`src/rtl/keypad_scan.sv`:
```
// 4x4 matrix keypad scanner: one-cold column drive, synchronised row sense,
// per-frame key classification and press/release debounce.
module keypad_scan #(
  parameter int unsigned SCAN_DIV        = 5000,
  parameter int unsigned DEBOUNCE_FRAMES = 4
) (
  input  logic       clock_in,
  input  logic       CLR_n,
  input  logic [3:0] ROW,
  output logic [3:0] COL,
  output logic [3:0] KEY,
  output logic       KEY_VALID,
  output logic       KEY_HELD
);

  typedef enum logic [1:0] {
    IDLE,
    DEBOUNCE,
    PRESSED,
    RELEASE
  } state_t;

  localparam logic [27:0] DIV_LAST  = 28'(SCAN_DIV - 1);
  localparam logic [3:0]  DB_TARGET = 4'(DEBOUNCE_FRAMES);

  logic [27:0] presc_q, presc_d;
  logic [1:0]  idx_q, idx_d;
  logic [3:0]  row_s1_q, row_s1_d;
  logic [3:0]  row_s2_q, row_s2_d;
  logic [1:0]  hits_q, hits_d;
  logic [3:0]  cand_acc_q, cand_acc_d;
  state_t      state_q, state_d;
  logic [3:0]  cnt_q, cnt_d;
  logic [3:0]  cand_q, cand_d;
  logic [3:0]  key_q, key_d;
  logic        key_valid_q, key_valid_d;
  logic        key_held_q, key_held_d;

  logic        tick;
  logic        frame_end;
  logic [2:0]  slot_cnt;
  logic [1:0]  slot_row;
  logic [2:0]  frame_total;
  logic [3:0]  frame_cand;
  logic        is_none;
  logic        is_single;
  logic [3:0]  cnt_inc;

  assign tick      = (presc_q == DIV_LAST);
  assign frame_end = tick && (idx_q == 2'd3);
  assign COL       = ~(4'b0001 << idx_q);
  assign KEY       = key_q;
  assign KEY_VALID = key_valid_q;
  assign KEY_HELD  = key_held_q;

  // Active intersections in the current slot; slot_row is only meaningful when exactly one is low.
  always_comb begin
    slot_cnt = '0;
    slot_row = '0;
    for (int unsigned r = 0; r < 4; r++) begin
      if (!row_s2_q[r]) begin
        slot_cnt = slot_cnt + 3'd1;
        slot_row = r[1:0];
      end
    end
  end

  always_comb begin
    frame_total = {1'b0, hits_q} + slot_cnt;
    frame_cand  = (slot_cnt == 3'd1) ? {slot_row, idx_q} : cand_acc_q;
    is_none     = (frame_total == 3'd0);
    is_single   = (frame_total == 3'd1);
    cnt_inc     = cnt_q + 4'd1;
  end

  always_comb begin
    presc_d    = tick ? '0 : presc_q + 28'd1;
    idx_d      = tick ? idx_q + 2'd1 : idx_q;
    row_s1_d   = ROW;
    row_s2_d   = row_s1_q;
    hits_d     = hits_q;
    cand_acc_d = cand_acc_q;
    if (tick) begin
      if (idx_q == 2'd3) begin
        hits_d     = '0;
        cand_acc_d = '0;
      end else begin
        hits_d     = (frame_total >= 3'd2) ? 2'd2 : frame_total[1:0];
        cand_acc_d = frame_cand;
      end
    end
  end

  always_comb begin
    state_d     = state_q;
    cnt_d       = cnt_q;
    cand_d      = cand_q;
    key_d       = key_q;
    key_valid_d = 1'b0;
    if (frame_end) begin
      unique case (state_q)
        IDLE: begin
          if (is_single) begin
            cand_d = frame_cand;
            if (DB_TARGET == 4'd1) begin
              state_d     = PRESSED;
              cnt_d       = '0;
              key_d       = frame_cand;
              key_valid_d = 1'b1;
            end else begin
              state_d = DEBOUNCE;
              cnt_d   = 4'd1;
            end
          end
        end
        DEBOUNCE: begin
          if (is_single) begin
            if (frame_cand == cand_q) begin
              cnt_d = cnt_inc;
              if (cnt_inc == DB_TARGET) begin
                state_d     = PRESSED;
                cnt_d       = '0;
                key_d       = frame_cand;
                key_valid_d = 1'b1;
              end
            end else begin
              cand_d = frame_cand;
              cnt_d  = 4'd1;
            end
          end else begin
            state_d = IDLE;
            cnt_d   = '0;
          end
        end
        PRESSED: begin
          if (is_none) begin
            if (DB_TARGET == 4'd1) begin
              state_d = IDLE;
              cnt_d   = '0;
            end else begin
              state_d = RELEASE;
              cnt_d   = 4'd1;
            end
          end
        end
        RELEASE: begin
          if (is_none) begin
            cnt_d = cnt_inc;
            if (cnt_inc == DB_TARGET) begin
              state_d = IDLE;
              cnt_d   = '0;
            end
          end else begin
            state_d = PRESSED;
            cnt_d   = '0;
          end
        end
        default: begin
          state_d = IDLE;
          cnt_d   = '0;
        end
      endcase
    end
    key_held_d = (state_d == PRESSED) || (state_d == RELEASE);
  end

  always_ff @(posedge clock_in or negedge CLR_n) begin
    if (!CLR_n) begin
      presc_q     <= '0;
      idx_q       <= '0;
      row_s1_q    <= '1;
      row_s2_q    <= '1;
      hits_q      <= '0;
      cand_acc_q  <= '0;
      state_q     <= IDLE;
      cnt_q       <= '0;
      cand_q      <= '0;
      key_q       <= '0;
      key_valid_q <= 1'b0;
      key_held_q  <= 1'b0;
    end else begin
      presc_q     <= presc_d;
      idx_q       <= idx_d;
      row_s1_q    <= row_s1_d;
      row_s2_q    <= row_s2_d;
      hits_q      <= hits_d;
      cand_acc_q  <= cand_acc_d;
      state_q     <= state_d;
      cnt_q       <= cnt_d;
      cand_q      <= cand_d;
      key_q       <= key_d;
      key_valid_q <= key_valid_d;
      key_held_q  <= key_held_d;
    end
  end

endmodule

```
`config.mk`:
```
export PLATFORM = sky130hd
export DESIGN_NAME = keypad_scan
export DESIGN_NICKNAME = d
export VERILOG_FILES = /design/src/rtl/keypad_scan.sv
export SDC_FILE = /design/constraint.sdc
export NUM_CORES = 1
export LEC_CHECK = 0
export ABC_AREA = 1
export CAP_MARGIN = 10
export CELL_PAD_IN_SITES_DETAIL_PLACEMENT = 1
export CELL_PAD_IN_SITES_GLOBAL_PLACEMENT = 1
export CORE_MARGIN = 2
export CORE_UTILIZATION = 35
export DETAILED_ROUTE_END_ITERATION = 7
export GPL_TIMING_DRIVEN = 0
export PLACE_DENSITY = 0.72
export SLEW_MARGIN = 10
export SYNTH_ARGS = -nofsm -noshare
export SYNTH_HDL_FRONTEND = slang
export SYNTH_SLANG_ARGS = --single-unit
```
`constraint.sdc`:
```
create_clock -name clock_in -period 4 [get_ports clock_in]
set_clock_uncertainty 0.15 [all_clocks]
set_input_delay 0.4 -clock clock_in [delete_from_list [all_inputs] [get_ports clock_in]]
set_output_delay 0.4 -clock clock_in [all_outputs]
set_load 0.1 [all_outputs]
```
==> flow_metrics.env <==
export IMPL_path_clk_slew_ns=0.08
export IMPL_viasPerCell=4.69
export IMPL_rsz0062_at_grt="false"
export IMPL_p_sw_mw=0.340
export IMPL_top_usage_layer="met2"
export IMPL_maxCapViolations=0
export IMPL_die_h_um=103
export IMPL_crit_slowest_cell="dfstp_2"
export IMPL_io_pins=16
export IMPL_cp_cell_sequence="inv_1 -> ha_1 -> inv_1 -> nand2_1 -> nand2_1 -> inv_1 -> ha_1 -> or2_1 -> nand2_4 -> inv_1 -> fa_1 -> nand2_2 -> nand2_2 -> nor2_4 -> nand2_4 -> inv_2 -> nand2_2 -> nor2_4 -> nand2_4 -> nand2_1 -> nand2_1"
export IMPL_met1_usage_pct=19.9
export IMPL_chipWidth_um=103
export IMPL_place_congestion=0.801
export IMPL_muxShareOfSynthArea_pct=0
export IMPL_finalSetupViolations=0
export IMPL_crit_arrival_ns=3.69
export IMPL_switching_share_pct=26.6
export IMPL_p_total_mw=1.28
export IMPL_r2r_end="KEY[1]$_DFFE_PN0P_"
export IMPL_power_frac_seq_pct=48.3
export IMPL_p_comb_share_pct=8.2
export IMPL_cts_root_buf="clkbuf_8"
export IMPL_numCtsBuffers=9
export IMPL_worstSetupPathType="register to register"
export IMPL_timing_rr_start="row_s2_q[1]$_DFF_PN1_"
export IMPL_track_usage_pct=15.8
export IMPL_relSlewSlack_pct=34.6
export IMPL_tns_ns=0
export IMPL_gr_total_overflow=0
export IMPL_synthCells=415
export IMPL_synthAdderAreaFrac_pct=4.60
export IMPL_port_buffers=15
export IMPL_violations="negative hold slack"
export IMPL_met3_usage_pct=3.25
export IMPL_power_clock_fraction_pct=43.5
export IMPL_synth_cell_types=41
export IMPL_use_met2_pct=27.5
export IMPL_leakage_nw=1.97
export IMPL_wl_per_cell_um=12.8
export IMPL_grt_first_pass_wirelength_um=13100
export IMPL_synth_warnings=0
export IMPL_synth_seq_cells=60
export IMPL_start_util_pct=35.6
export IMPL_synth_top_family_by_area="simple AND/OR/NAND/NOR gates"
export IMPL_fmax_ghz=0.276
export IMPL_ant_nets=0
export IMPL_min_path_type="input port to asynchronous set/reset pin"
export IMPL_ctsHoldBuffers=0
export IMPL_insertion_delay_ns=0.34
export IMPL_drt_iter0_drc=103
export IMPL_nets=460
export IMPL_grt_pass1_vias=2892
export IMPL_status="finished with violations"
export IMPL_cts_tree="done"
export IMPL_yosysTopAreaCell="dfrtp_1"
export IMPL_num_rows=36
export IMPL_whs_ns=-0.0576
export IMPL_critPathMaxStageDelay_ns=0.54
export IMPL_core_area_um2=9640
export IMPL_synth_xor_area_share_pct=4.34
export IMPL_pre_cts_ws_ns=0.319
export IMPL_antenna_found_initial=0
export IMPL_cp_max_fo=8
export IMPL_synthTopCellsByArea="dfrtp_1 (38%), nand2_1 (11%), inv_1 (7.1%), dfstp_2 (6.1%), nand3_1 (4.4%)"
export IMPL_worst_r2r_path_depth=21
export IMPL_clock_sinks=60
export IMPL_slew_violations=0
export IMPL_area_delta_synth_final_pct=15.2
export IMPL_seq_area_frac_synth_pct=44.1
export IMPL_cts_htree_levels=3
export IMPL_worstSetupEndpointType="register"
export IMPL_worst_pin_slew_ns=0.979
export IMPL_post_dp_hpwl_um=5650
export IMPL_required_ns=4.08
export IMPL_p_per_area_nw_per_um2=323
export IMPL_antenna_cells=0
export IMPL_grt_start_max_net_pins=61
export IMPL_period_share_pct=90.4
export IMPL_netlist_area_um2=3430
export IMPL_synth_simple_area_share_pct=34.2
export IMPL_path_delay_family="simple AND/OR/NAND/NOR gates"
export IMPL_finalHoldViolCount=10
export IMPL_drive_above_1_share_pct=15.7
export IMPL_synth_top_cell_area_share_pct=37.9
export IMPL_critPathBufInv=5
export IMPL_clockBufferDepth=2
export IMPL_dieArea_um2=10600
export IMPL_synth_compound_area_share_pct=4.30
export IMPL_drc=0
export IMPL_num_vias=2722
export IMPL_fillers=1181
export IMPL_dr_pass1_iters=4
export IMPL_final_setup_worst_slack_ns=0.382
export IMPL_peakVddDrop_uv=147
export IMPL_avgSynthCellArea_um2=8.26
export IMPL_r2r_slack_ns=0.38
export IMPL_cp_start_kind="register"
export IMPL_routed_wl_um=7440
export IMPL_syn_nets=433
export IMPL_fin_crit_ns=3.62
export IMPL_internal_power_mw=0.936
[Yosys cell counts]
| cell type | n |
|---|---|
| nor2_2 | 2 |
| a2bb2oi_1 | 1 |
| buf_2 | 1 |
| nor3_4 | 1 |
| nand2_1 | 99 |
| or2_1 | 1 |
| nor3_1 | 6 |
| nand3_1 | 30 |
| o21ai_0 | 7 |
| xor2_1 | 8 |
| nand2_2 | 13 |
| inv_1 | 65 |
| o21ai_2 | 1 |
| ha_1 | 11 |
| dfstp_2 | 8 |
| a21oi_1 | 5 |
| nor4_2 | 1 |
| nor2_8 | 1 |
| o21a_1 | 1 |
| nand2_4 | 5 |
| nor3b_1 | 1 |
| nor2_1 | 34 |
| fa_1 | 1 |
| clkinv_4 | 1 |
| nor2_4 | 3 |
| nand4_1 | 16 |
| inv_4 | 1 |
| nor4_1 | 5 |
| a31oi_1 | 1 |
| o211ai_1 | 2 |
| o21ai_1 | 2 |
| nand3_2 | 2 |
| xnor2_1 | 9 |
| nand3b_1 | 3 |
| o221a_2 | 1 |
| o22ai_1 | 2 |
| inv_2 | 7 |
| nand3_4 | 3 |
| nor4_4 | 1 |
| dfrtp_1 | 52 |
| a211oi_1 | 1 |
[worst max path at each step]
stage,startpoint,end,slack (ns),depth (start not counted)
after global routing,row_s2_q[1]$_DFF_PN1_,KEY[3]$_DFFE_PN0P_,0.08,21
after global placement,CLR_n,presc_q[9]$_DFF_PN0_,0.36,1
final,row_s2_q[1]$_DFF_PN1_,KEY[1]$_DFFE_PN0P_,0.38,21
after CTS,row_s2_q[1]$_DFF_PN1_,cnt_q[0]$_DFFE_PN0P_,0.27,21
after detailed placement,row_s2_q[1]$_DFF_PN1_,cnt_q[0]$_DFFE_PN0P_,0.32,21
after floorplan,row_s2_q[0]$_DFF_PN1_,KEY[0]$_DFFE_PN0P_,0.68,21
[worst register-to-register path, cell delays in order, from the launching register on]
cell	delay [ns]
dfstp_2	0.54
inv_1	0.05
ha_1	0.34
inv_1	0.10
nand2_1	0.08
nand2_1	0.08
inv_1	0.05
ha_1	0.27
or2_1	0.24
nand2_4	0.13
inv_1	0.07
fa_1	0.43
nand2_2	0.09
nand2_2	0.06
nor2_4	0.14
nand2_4	0.10
inv_2	0.07
nand2_2	0.09
nor2_4	0.20
nand2_4	0.10
nand2_1	0.06
nand2_1	0.05
[sequential cells by signal (all words and copies together), names as in the netlist]
signal,count
hits_q,2
cnt_q,4
KEY_HELD,1
cand_acc_q,4
KEY,4
KEY_VALID,1
idx_q,2
presc_q,28
cand_q,4
state_q,2
row_s2_q,4
row_s1_q,4
[metal layers]
layer  vias to the layer above  share of wire, %
met5                         -                 0
met4                         0               1.2
met3                         7               1.7
met2                        13                51
met1                      1327                46
li1                       1375                 -
[logic make-up after synthesis]
logic type,after synthesis
AOI/OAI and AO/OA,24
and+or+nand+nor,227
adders and majority gates,12
buffers and inverters,75
xor gates and xnor gates,17
DFF,60
[placed cells by master (no fill, tap or decap), types with 9 or more instances in the layout]
cell	instances
clkbuf_8	9
dfrtp_1	52
xnor2_1	9
clkdlybuf4s50_1	14
nand3_1	30
nand2_1	99
nor2_1	34
inv_1	65
nand4_1	16
nand2_2	13
ha_1	11
[power by group through the flow]
stage / combinational (mW) / sequential, mW / clock [mW]
floorplan: 0.0742 / 0.628 / 0
global placement: 0.103 / 0.628 / 0
detailed placement: 0.107 / 0.629 / 0
CTS: 0.107 / 0.617 / 0.575
global route: 0.119 / 0.617 / 0.605
finish: 0.105 / 0.617 / 0.555
[metrics by stage]
stage | instance area (µm²) | hold slack [ns] | cells | utilization, %
2_1_floorplan | 3430 | -0.0456 | 415 | -
3_3_place_gp | 3750 | 0.197 | 563 | 38.9
4_1_cts | 3940 | 0.00437 | 579 | 40.9
6_report | 3950 | -0.0576 | 580 | 41.0
3_5_place_dp | 3740 | 0.197 | 563 | 38.8
5_1_grt | 3950 | 0.0413 | 580 | 41.0
[what timing repair did]
action                     CTS  global route
buffers inserted             0             1
hold endpoints to repair     0             0
resized for setup            0             0
setup endpoints to repair    0             1
[area by class of cell]
class / instances / area, µm² / share of cell area (%)
tap: 133 / 166 / 4.21
multi-input combinational: 280 / 1630 / 41.2
clock buffer: 9 / 124 / 3.13
buffer: 1 / 5.00 / 0.127
inverter: 74 / 285 / 7.22
timing repair buffer: 16 / 155 / 3.93
clock inverter: 7 / 76.3 / 1.93
sequential: 60 / 1510 / 38.3
Note: power is estimated with default switching activity, not from simulation.
